<file path="src/rtl/scaler_cfg_ctrl_if.sv">
// rtl/scaler_cfg_ctrl_if.sv - CPU-side config request/response bundle for scaler_cfg_ctrl
interface scaler_cfg_ctrl_if #(
  parameter int X_W = 11,
  parameter int Y_W = 11
);
  logic           cfg_wr;
  logic [X_W:0]   cfg_start_x;
  logic [X_W:0]   cfg_end_x;
  logic [Y_W:0]   cfg_start_y;
  logic [Y_W:0]   cfg_end_y;
  logic [X_W-1:0] cfg_out_xres;
  logic [Y_W-1:0] cfg_out_yres;
  logic           cfg_ack;
  logic           cfg_err;
  logic           cfg_busy;
  logic           cfg_pending;

  modport master (
    output cfg_wr, cfg_start_x, cfg_end_x, cfg_start_y, cfg_end_y, cfg_out_xres, cfg_out_yres,
    input  cfg_ack, cfg_err, cfg_busy, cfg_pending
  );

  modport slave (
    input  cfg_wr, cfg_start_x, cfg_end_x, cfg_start_y, cfg_end_y, cfg_out_xres, cfg_out_yres,
    output cfg_ack, cfg_err, cfg_busy, cfg_pending
  );
endinterface

</file>
<file path="src/rtl/scaler_cfg_ctrl.sv">
// rtl/scaler_cfg_ctrl.sv - vsync-atomic crop/scale config controller with shared Q4.14 divider
// Define SCALER_CFG_ROUND_EN for round-to-nearest scale factors (truncating otherwise).
module scaler_cfg_ctrl #(
  parameter int X_W             = 11,
  parameter int Y_W             = 11,
  parameter int H_DISP          = 1280,
  parameter int V_DISP          = 720,
  parameter int SCALE_INT_BITS  = 4,
  parameter int SCALE_FRAC_BITS = 14,
  parameter int SB              = SCALE_INT_BITS + SCALE_FRAC_BITS
) (
  input  logic                    clk,
  input  logic                    rst,
  scaler_cfg_ctrl_if.slave        cfg,
  input  logic                    vs_i,
  output logic [X_W:0]            start_x,
  output logic [X_W:0]            end_x,
  output logic [Y_W:0]            start_y,
  output logic [Y_W:0]            end_y,
  output logic [X_W-1:0]          input_x_res,
  output logic [Y_W-1:0]          input_y_res,
  output logic [X_W-1:0]          output_x_res,
  output logic [Y_W-1:0]          output_y_res,
  output logic [SB-1:0]           x_scale,
  output logic [SB-1:0]           y_scale,
  output logic                    scaler_start,
  output logic                    cfg_applied
);
  localparam int DW   = ((X_W > Y_W) ? X_W : Y_W) + 1;
  localparam int NW   = DW + SCALE_FRAC_BITS;
  localparam int ITER = NW - 1;
  localparam int CW   = $clog2(ITER);

  localparam logic [X_W:0]    X_SPAN = {1'b1, {X_W{1'b0}}};
  localparam logic [Y_W:0]    Y_SPAN = {1'b1, {Y_W{1'b0}}};
  localparam logic [X_W:0]    X_LIM  = (X_W+1)'(H_DISP);
  localparam logic [Y_W:0]    Y_LIM  = (Y_W+1)'(V_DISP);
  localparam logic [SB-1:0]   UNITY  = SB'(1) << SCALE_FRAC_BITS;

  typedef enum logic [1:0] {ST_IDLE, ST_DIV_X, ST_DIV_Y, ST_PEND} state_t;

  state_t          state_q;
  logic            vs_q;
  logic            ack_q, err_q, busy_q, pending_q, start_q, applied_q;

  logic [X_W:0]    start_x_q, end_x_q, sh_sx_q, sh_ex_q;
  logic [Y_W:0]    start_y_q, end_y_q, sh_sy_q, sh_ey_q;
  logic [X_W-1:0]  in_xr_q, out_xr_q, sh_ox_q;
  logic [Y_W-1:0]  in_yr_q, out_yr_q, sh_oy_q;
  logic [SB-1:0]   x_scale_q, y_scale_q, sh_xs_q;

  logic [DW-1:0]   rem_q, dvs_q;
  logic [NW-2:0]   num_q;
  logic [SB-1:0]   quo_q;
  logic            sat_q;
  logic [CW-1:0]   cnt_q;

  logic            vs_rise;
  logic [X_W:0]    dx_in;
  logic [Y_W:0]    dy_in;
  logic            x_bad, y_bad, req_ok;
  logic [DW-1:0]   ld_diff, ld_dvs;
  logic [NW-1:0]   ld_num;
  logic            ld_ovf;
  logic [DW:0]     rsh;
  logic            qbit, sat_d, last_d;
  logic [DW-1:0]   rem_d;
  logic [SB-1:0]   quo_d, scale_d;

  assign vs_rise = vs_i & ~vs_q;

  always_comb begin
    dx_in  = cfg.cfg_end_x - cfg.cfg_start_x;
    dy_in  = cfg.cfg_end_y - cfg.cfg_start_y;
    x_bad  = (cfg.cfg_end_x <= cfg.cfg_start_x) || (dx_in > X_SPAN) || (cfg.cfg_end_x > X_LIM);
    y_bad  = (cfg.cfg_end_y <= cfg.cfg_start_y) || (dy_in > Y_SPAN) || (cfg.cfg_end_y > Y_LIM);
    req_ok = !x_bad && !y_bad;
  end

  // Divider operand loader: X comes straight from the request, Y from the shadow set.
  always_comb begin
    if (state_q == ST_DIV_X) begin
      ld_diff = DW'(sh_ey_q - sh_sy_q);
      ld_dvs  = DW'(sh_oy_q) + DW'(1);
    end else begin
      ld_diff = DW'(dx_in);
      ld_dvs  = DW'(cfg.cfg_out_xres) + DW'(1);
    end
    ld_num = NW'(ld_diff) << SCALE_FRAC_BITS;
`ifdef SCALER_CFG_ROUND_EN
    ld_num = ld_num + NW'(ld_dvs >> 1);
`endif
    // The numerator MSB is resolved at load so each axis needs only NW-1 iterations.
    ld_ovf = ld_num[NW-1] && (ld_dvs == DW'(1));
  end

  always_comb begin
    rsh     = {rem_q, num_q[NW-2]};
    qbit    = rsh >= {1'b0, dvs_q};
    rem_d   = qbit ? (rsh[DW-1:0] - dvs_q) : rsh[DW-1:0];
    quo_d   = {quo_q[SB-2:0], qbit};
    sat_d   = sat_q | quo_q[SB-1];
    scale_d = sat_d ? {SB{1'b1}} : quo_d;
    last_d  = (cnt_q == CW'(ITER-1));
  end

  always_ff @(posedge clk or posedge rst) begin
    if (rst) begin
      state_q   <= ST_IDLE;
      vs_q      <= 1'b0;
      ack_q     <= 1'b0;
      err_q     <= 1'b0;
      busy_q    <= 1'b0;
      pending_q <= 1'b0;
      start_q   <= 1'b0;
      applied_q <= 1'b0;
      start_x_q <= '0;
      end_x_q   <= X_LIM;
      start_y_q <= '0;
      end_y_q   <= Y_LIM;
      in_xr_q   <= X_W'(H_DISP - 1);
      in_yr_q   <= Y_W'(V_DISP - 1);
      out_xr_q  <= X_W'(H_DISP - 1);
      out_yr_q  <= Y_W'(V_DISP - 1);
      x_scale_q <= UNITY;
      y_scale_q <= UNITY;
      sh_sx_q   <= '0;
      sh_ex_q   <= '0;
      sh_sy_q   <= '0;
      sh_ey_q   <= '0;
      sh_ox_q   <= '0;
      sh_oy_q   <= '0;
      sh_xs_q   <= '0;
      rem_q     <= '0;
      dvs_q     <= '0;
      num_q     <= '0;
      quo_q     <= '0;
      sat_q     <= 1'b0;
      cnt_q     <= '0;
    end else begin
      vs_q      <= vs_i;
      start_q   <= vs_rise;
      ack_q     <= 1'b0;
      err_q     <= 1'b0;
      applied_q <= 1'b0;
      case (state_q)
        ST_IDLE, ST_PEND: begin
          if (state_q == ST_PEND && vs_rise) begin
            start_x_q <= sh_sx_q;
            end_x_q   <= sh_ex_q;
            start_y_q <= sh_sy_q;
            end_y_q   <= sh_ey_q;
            in_xr_q   <= X_W'(sh_ex_q - sh_sx_q - 1'b1);
            in_yr_q   <= Y_W'(sh_ey_q - sh_sy_q - 1'b1);
            out_xr_q  <= sh_ox_q;
            out_yr_q  <= sh_oy_q;
            x_scale_q <= sh_xs_q;
            y_scale_q <= quo_q;
            applied_q <= 1'b1;
            pending_q <= 1'b0;
            state_q   <= ST_IDLE;
          end else if (cfg.cfg_wr) begin
            if (req_ok) begin
              sh_sx_q   <= cfg.cfg_start_x;
              sh_ex_q   <= cfg.cfg_end_x;
              sh_sy_q   <= cfg.cfg_start_y;
              sh_ey_q   <= cfg.cfg_end_y;
              sh_ox_q   <= cfg.cfg_out_xres;
              sh_oy_q   <= cfg.cfg_out_yres;
              rem_q     <= ld_ovf ? '0 : DW'(ld_num[NW-1]);
              sat_q     <= ld_ovf;
              num_q     <= ld_num[NW-2:0];
              dvs_q     <= ld_dvs;
              quo_q     <= '0;
              cnt_q     <= '0;
              ack_q     <= 1'b1;
              busy_q    <= 1'b1;
              pending_q <= 1'b0;
              state_q   <= ST_DIV_X;
            end else begin
              err_q <= 1'b1;
            end
          end
        end
        ST_DIV_X, ST_DIV_Y: begin
          rem_q <= rem_d;
          num_q <= num_q << 1;
          quo_q <= quo_d;
          sat_q <= sat_d;
          cnt_q <= cnt_q + CW'(1);
          if (last_d) begin
            err_q <= sat_d;
            if (state_q == ST_DIV_X) begin
              sh_xs_q <= scale_d;
              rem_q   <= ld_ovf ? '0 : DW'(ld_num[NW-1]);
              sat_q   <= ld_ovf;
              num_q   <= ld_num[NW-2:0];
              dvs_q   <= ld_dvs;
              quo_q   <= '0;
              cnt_q   <= '0;
              state_q <= ST_DIV_Y;
            end else begin
              // quo_q doubles as the pending Y scale until commit.
              quo_q     <= scale_d;
              busy_q    <= 1'b0;
              pending_q <= 1'b1;
              state_q   <= ST_PEND;
            end
          end
        end
        default: state_q <= ST_IDLE;
      endcase
    end
  end

  assign cfg.cfg_ack     = ack_q;
  assign cfg.cfg_err     = err_q;
  assign cfg.cfg_busy    = busy_q;
  assign cfg.cfg_pending = pending_q;
  assign start_x         = start_x_q;
  assign end_x           = end_x_q;
  assign start_y         = start_y_q;
  assign end_y           = end_y_q;
  assign input_x_res     = in_xr_q;
  assign input_y_res     = in_yr_q;
  assign output_x_res    = out_xr_q;
  assign output_y_res    = out_yr_q;
  assign x_scale         = x_scale_q;
  assign y_scale         = y_scale_q;
  assign scaler_start    = start_q;
  assign cfg_applied     = applied_q;
endmodule

</file>
<file path="src/flat_wrapper.sv">
// flat-port wrapper written by rule: the top's interface ports become plain ports
module scaler_cfg_ctrl_flat 
#(
  parameter int X_W             = 11,
  parameter int Y_W             = 11,
  parameter int H_DISP          = 1280,
  parameter int V_DISP          = 720,
  parameter int SCALE_INT_BITS  = 4,
  parameter int SCALE_FRAC_BITS = 14,
  parameter int SB              = SCALE_INT_BITS + SCALE_FRAC_BITS
)
  (clk, rst, vs_i, start_x, end_x, start_y, end_y, input_x_res, input_y_res, output_x_res, output_y_res, x_scale, y_scale, scaler_start, cfg_applied, cfg_cfg_wr, cfg_cfg_start_x, cfg_cfg_end_x, cfg_cfg_start_y, cfg_cfg_end_y, cfg_cfg_out_xres, cfg_cfg_out_yres, cfg_cfg_ack, cfg_cfg_err, cfg_cfg_busy, cfg_cfg_pending);
  scaler_cfg_ctrl_if #(.X_W(X_W), .Y_W(Y_W)) cfg_i ();
  input  logic clk;
  input  logic rst;
  input  logic vs_i;
  output logic [X_W:0] start_x;
  output logic [X_W:0] end_x;
  output logic [Y_W:0] start_y;
  output logic [Y_W:0] end_y;
  output logic [X_W-1:0] input_x_res;
  output logic [Y_W-1:0] input_y_res;
  output logic [X_W-1:0] output_x_res;
  output logic [Y_W-1:0] output_y_res;
  output logic [SB-1:0] x_scale;
  output logic [SB-1:0] y_scale;
  output logic scaler_start;
  output logic cfg_applied;
  input wire logic [$bits(cfg_i.cfg_wr)-1:0] cfg_cfg_wr;
  input wire logic [$bits(cfg_i.cfg_start_x)-1:0] cfg_cfg_start_x;
  input wire logic [$bits(cfg_i.cfg_end_x)-1:0] cfg_cfg_end_x;
  input wire logic [$bits(cfg_i.cfg_start_y)-1:0] cfg_cfg_start_y;
  input wire logic [$bits(cfg_i.cfg_end_y)-1:0] cfg_cfg_end_y;
  input wire logic [$bits(cfg_i.cfg_out_xres)-1:0] cfg_cfg_out_xres;
  input wire logic [$bits(cfg_i.cfg_out_yres)-1:0] cfg_cfg_out_yres;
  output wire logic [$bits(cfg_i.cfg_ack)-1:0] cfg_cfg_ack;
  output wire logic [$bits(cfg_i.cfg_err)-1:0] cfg_cfg_err;
  output wire logic [$bits(cfg_i.cfg_busy)-1:0] cfg_cfg_busy;
  output wire logic [$bits(cfg_i.cfg_pending)-1:0] cfg_cfg_pending;
  assign cfg_i.cfg_wr = cfg_cfg_wr;
  assign cfg_i.cfg_start_x = cfg_cfg_start_x;
  assign cfg_i.cfg_end_x = cfg_cfg_end_x;
  assign cfg_i.cfg_start_y = cfg_cfg_start_y;
  assign cfg_i.cfg_end_y = cfg_cfg_end_y;
  assign cfg_i.cfg_out_xres = cfg_cfg_out_xres;
  assign cfg_i.cfg_out_yres = cfg_cfg_out_yres;
  assign cfg_cfg_ack = cfg_i.cfg_ack;
  assign cfg_cfg_err = cfg_i.cfg_err;
  assign cfg_cfg_busy = cfg_i.cfg_busy;
  assign cfg_cfg_pending = cfg_i.cfg_pending;
  scaler_cfg_ctrl #(.X_W(X_W), .Y_W(Y_W), .H_DISP(H_DISP), .V_DISP(V_DISP), .SCALE_INT_BITS(SCALE_INT_BITS), .SCALE_FRAC_BITS(SCALE_FRAC_BITS), .SB(SB)) u_core (.clk(clk), .rst(rst), .cfg(cfg_i), .vs_i(vs_i), .start_x(start_x), .end_x(end_x), .start_y(start_y), .end_y(end_y), .input_x_res(input_x_res), .input_y_res(input_y_res), .output_x_res(output_x_res), .output_y_res(output_y_res), .x_scale(x_scale), .y_scale(y_scale), .scaler_start(scaler_start), .cfg_applied(cfg_applied));
endmodule
</file>
<file path="config.mk">
export PLATFORM = sky130hd
export DESIGN_NAME = scaler_cfg_ctrl_flat
export DESIGN_NICKNAME = d
export VERILOG_FILES = /design/src/rtl/scaler_cfg_ctrl_if.sv /design/src/rtl/scaler_cfg_ctrl.sv /design/src/flat_wrapper.sv
export SDC_FILE = /design/constraint.sdc
export NUM_CORES = 1
export LEC_CHECK = 0
export ABC_AREA = 1
export BUFFER_PORTS_ARGS = -buffer_cell sky130_fd_sc_hd__buf_2
export CORE_MARGIN = 10
export CORE_UTILIZATION = 40
export CTS_BUF_LIST = sky130_fd_sc_hd__clkbuf_4 sky130_fd_sc_hd__clkbuf_8 sky130_fd_sc_hd__clkbuf_16
export CTS_CLUSTER_DIAMETER = 80
export DETAILED_ROUTE_END_ITERATION = 8
export PLACE_DENSITY = 0.72
export SYNTH_ARGS = -nofsm -noshare
export SYNTH_HDL_FRONTEND = slang
export SYNTH_SLANG_ARGS = --single-unit
</file>
<file path="constraint.sdc">
create_clock -name clk -period 7.95 [get_ports clk]
set_input_delay 0.3975 -clock clk [delete_from_list [all_inputs] [get_ports clk]]
set_output_delay 0.3975 -clock clk [all_outputs]
set_load 0.02 [all_outputs]
</file>
# == Word-level counts from Yosys, hierarchy flattened ==
# Index checks and enable logic that the tools add are counted.
# totals
in_bits,74
reg_bits,298
wordCells,155
output_inout_bits,134
# op_classes
mux,70
bitwise,4
order_cmp,7
reduce_logical,20
n_addsub,10
n_eq_ne,13
# op_table
cell,n
$mux 12,13
$mux 25,5
$mux 18,6
$pmux 25 s2,1
$pmux 12 s2,2
$sub 12x12->12,4
$pmux 18 s2,1
$mux 1,27
$mux 5,5
$add 11x1->12 const B,2
$gt 12x12->1 const B,2
$le 12x12->1,2
$sub 11x1->11 const B,2
$ge 13x12->1,1
$eq 12x1->1 const B,1
$gt 12x10->1 const B,1
$gt 12x11->1 const B,1
$sub 11x11->11,1
$pmux 5 s2,1
$reduce_and 5->1,2
$reduce_and 3->1,3
$mux 2,4
$pmux 1 s2,4
$reduce_and 4->1,2
18 further kinds,31

# == Logic depth before layout (Yosys ltp) ==
# logic_depth
word_depth,10
depth_mapped,21
mapped_depth_nobuf,20

# == Least setup slack after synthesis ==
# Ideal clock, no wire load.
# synth_path
path_type,input to register
start,input port cfg_cfg_end_x[0]
end,register u_core.sh_sy_q[2]
setup_time_ns,0.121
required_time_ns,7.829
cell_stages,18
n_path_buf,2
slack_ns,5.439
arrival_time_ns,2.390
cell_sequence,inv_1 ha_1 inv_1 fa_1 nand3_1 nand3_1 nand3_1 nand2_1 nand2_1 nand2_1 nor2_1 nand3_1 nand2_2 nand4_4 nor2_4 buf_6 buf_6 o21ai_1
# synth_via
elab_chain_cells,7
elab_cells_between_ends,9
classes_between,add/sub (1); order compare (3); reduce/logical (5)
# synth_lines
item,line,source
from (decl),flat_wrapper.sv:31,input wire logic [$bits(cfg_i.cfg_end_x)-1:0] cfg_cfg_end_x;
$sub 12x12->12,scaler_cfg_ctrl.sv:73,dx_in = cfg.cfg_end_x - cfg.cfg_start_x;
$gt 12x12->1,scaler_cfg_ctrl.sv:75,x_bad = (cfg.cfg_end_x <= cfg.cfg_start_x) || (dx_in > X_SPAN) || (cfg.cfg_end_x > X_LIM);
$logic_or 1x1->1,scaler_cfg_ctrl.sv:75,
$logic_or 1x1->1 *,scaler_cfg_ctrl.sv:75,
$logic_not 1->1 *,scaler_cfg_ctrl.sv:77,req_ok = !x_bad && !y_bad;
$logic_and 1x1->1 *,scaler_cfg_ctrl.sv:77,
$reduce_and 4->1 (no source line) *,--,
to (signal assigned),scaler_cfg_ctrl.sv:166,sh_sy_q <= cfg.cfg_start_y;
to (decl),scaler_cfg_ctrl.sv:47,"logic [Y_W:0] start_y_q, end_y_q, sh_sy_q, sh_ey_q;"
# Every way passes the cells marked *; elsewhere a longest branch is shown, timed or not.
# A chain may end at the register's enable or synchronous reset.

# == Worst setup path after layout ==
# layout_path
start,register u_core.state_q[0]
end,register u_core.x_scale_q[3] (netlist: u_core.x_scale[3])
# layout_via
elab_chain_cells,3
elab_cells_between_ends,5
classes_between,eq/ne (1); reduce/logical (4)
# layout_lines
item,line,source
from (decl),scaler_cfg_ctrl.sv:42,state_t state_q;
from (signal assigned),scaler_cfg_ctrl.sv:109,state_q <= ST_IDLE;
from (signal assigned),scaler_cfg_ctrl.sv:161,state_q <= ST_IDLE;
from (signal assigned),scaler_cfg_ctrl.sv:179,state_q <= ST_DIV_X;
$eq 2x2->1 or $logic_not 2->1 (tied branches),"scaler_cfg_ctrl.sv:146, scaler_cfg_ctrl.sv:148",
$reduce_or 2->1 or $logic_and 1x1->1 (tied branches),"scaler_cfg_ctrl.sv:146, scaler_cfg_ctrl.sv:148",
$reduce_and 2->1 (no source line) *,--,
to (signal assigned),scaler_cfg_ctrl.sv:157,x_scale_q <= sh_xs_q;
to (decl),scaler_cfg_ctrl.sv:50,"logic [SB-1:0] x_scale_q, y_scale_q, sh_xs_q;"
# Marked as above.

==> run metrics <==
status complete, no violations; WL/cell 15.9 um; Peak supply drop 223 uV; Clock transition at path regs approximately 0.060 ns; Bufs on Longest Clock Path 3; Area Overhead vs Synth 17.0%; GR Util All Layers between 15 and 20%; starting density of the core slightly above 40%; ys flop type dfrtp_1; flop and latch count out of synthesis approximately 280; CP top delay family buffers and inverters; ys async rst share 100%; Final #Nets roughly 2,200; CTS root buffer clkbuf_16; Tcrit/Tclk final roughly two fifths; CP arrival ~3.6 ns; slowest CP cell buf_4; worst setup path startpoint u_core.state_q[0]; Yosys warnings 0; DR pass1 iterations 6; vias per cell between 5 and 6; initial antenna violation count 2; Post-CTS Setup Inserts 0; Setup-failing EPs final 0; TritonCTS clock tree done; pin count of the biggest net entering global routing ~170; CP startpoint kind flip-flop; clock skew ~0.018 ns; Commonest cells post-synth nand2_1 (647), inv_1 (266), dfrtp_1 (244); DP HPWL a little over 30,000 um; DIE AREA approximately 0.046 mm2; cell breakdown of the critical path inv_1 -> ha_1 -> inv_1 -> nor2_4 -> inv_6 -> buf_4 -> o21ai_0; FF-to-FF Start u_core.state_q[0]; share of Yosys cell area claimed by the top area cell type between 40% and 50%; CP max stage delay about 0.9 ns; sequential area share after synthesis 47.8%; share of cells above drive strength 1 ~17%; Final Wtd Congestion 0.931; CP most frequent cell inv_1; grt ovf 0; FILL cells roughly 3,500; unrepaired setup endpoints after global routing no; Pleak between 9 and 10 nW; Antenna Nets Post-Route 0; FMAX 0.312 GHz; syn_nets between 2,000 and 2,500; die height between 200 and 250 um; worst hold path class input port to async pin; first-iteration detailed-routing DRC count roughly 900; vias in the first global route 12,800; Synth Cell Area 0.0150 mm2; Clk Latency, worst-skew pair 0.53 ns; Slew @ Worst Pin ~1.1 ns; Register Area slightly above 0.007 mm2; Die Wd approximately 210 um; Final Hold Fails 0; DRC 0; first-pass GRT wire length between 60,000 and 70,000 um; Distinct cells, synth 48; Worst slew margin a little over a quarter; largest area contributor in the netlist dfrtp_1; number of flops mapped to enable cells by yosys 0; Finished Core Util between 40% and 50%; most frequent cell after synthesis nand2_1; Crit Path Category flip-flop to flip-flop; I/O pin total about 210; number of CTS-inserted buffers 34; Core Box Area approximately 0.037 mm2; synth top area cells dfrtp_1 (41%), nand2_1 (16%), dfstp_2 (7.0%); CP Capture Type flip-flop; Resized cells post-CTS 0; via count of the routed design 13,000; setup TNS 0 ns; CTS Hold Bufs 1; cells after synthesis between 1,500 and 2,000; CTS H-tree lvls 2; post-route minimum period 3.21 ns; TritonCTS Sinks between 200 and 300; WL final about 40,000 um; Post-Syn Area per Cell between 7 and 8 um2; CP max FO ~120; # rows 70; Power per Cell Area between 300 and 400 mW/mm2; Buf/Inv on CP 4; area of the multi-input gates around 0.0064 mm2; Maximum Capacitance Violations 0; Final Max Tran Viols 0; Worst Path Required 8.30 ns; PortBufs 207
## kinds of logic after synthesis
kind of cell / Yosys count / share of synthesized area [%]
and+or+nand+nor: 850 / 22.9
buffers and inverters: 336 / 9.21
AOI/OAI and AO/OA: 325 / 12.2
DFF: 284 / 47.8
adders and majority gates: 69 / 5.97
xor gates and xnor gates: 31 / 1.82
## tightest hold or removal path: cells and delay by family
family,cells,cell delay (ns)
buffers and inverters,3,0.68
## power by group
group          internal, mW  switching (mW)  leakage, nW
registers              1.81           0.200         3.49
logic                 0.714            1.46         5.53
clock network         0.976           0.625        0.591
## cell usage in the layout, fill, tap and decap left out, drive strengths merged, types with 6 or more instances in the layout
cell type	instances
nand2	652
inv	272
dfrtp	244
o21ai	229
buf	218
nor2	77
nand3	74
ha	65
a21oi	51
clkbuf	50
dfstp	40
nand4	25
xor2	23
a22oi	18
nor3	11
o221ai	8
xnor2	8
clkinv	6
## final timing paths
| path | cells past startpoint | to | slack (ns) |
|---|---|---|---|
| min in group clk | 3 | u_core.sh_oy_q[3] | 0.08 |
| hold reg to reg | 2 | u_core.end_x[10] | 0.46 |
| setup reg to reg | 7 | u_core.x_scale[3] | 4.74 |
| max in group asynchronous | 4 | u_core.start_y[8] | 6.52 |
| setup / recovery | 7 | u_core.x_scale[3] | 4.74 |
| hold / removal | 3 | u_core.output_x_res[9] | 0.05 |
## registers in the layout (all words and copies together) (netlist names), 2 cells and up
name / cells
u_core.quo_q: 18
u_core.sh_xs_q: 18
u_core.x_scale: 18
u_core.y_scale: 18
u_core.dvs_q: 12
u_core.end_x: 12
u_core.end_y: 12
u_core.rem_q: 12
u_core.sh_ex_q: 12
u_core.sh_ey_q: 12
u_core.sh_sx_q: 12
u_core.sh_sy_q: 12
u_core.start_x: 12
u_core.start_y: 12
u_core.input_x_res: 11
u_core.input_y_res: 11
u_core.num_q: 11
u_core.output_x_res: 11
u_core.output_y_res: 11
u_core.sh_ox_q: 11
u_core.sh_oy_q: 11
u_core.cnt_q: 5
u_core.state_q: 2
## layer usage
metal | vias to the layer above | part of all wire [%] | track usage (%)
li1 | 6396 | - | -
met4 | 0 | 2.4 | 5.67
met3 | 57 | 7.6 | 4.22
met1 | 6111 | 45 | 23.6
met2 | 414 | 45 | 28.8
met5 | - | 0 | 0
## cell type report
| type | count | area share (%) |
|---|---|---|
| antenna | 1 | 0.0143 |
| clock buffer | 50 | 5.90 |
| clock inverter | 11 | 0.765 |
| inverter | 270 | 5.84 |
| multi-input combinational | 1275 | 36.7 |
| sequential | 284 | 40.9 |
| tap | 468 | 3.35 |
| timing repair buffer | 219 | 6.52 |
## stage by stage
stage               cell area, um2  worst slack (ns)  std cells  hold WS (ns)  power, mW
floorplan                    15000              3.82       1895         0.388       3.60
global placement             16300              4.56       2515         0.451       4.13
detailed placement           16300              4.46       2515         0.454       4.20
CTS                          17500              4.70       2577        0.0571       5.83
global route                 17500              4.44       2577        0.0780       6.23
finish                       17500              4.74       2578        0.0536       5.79
Note: power is estimated with default switching activity, not from simulation.
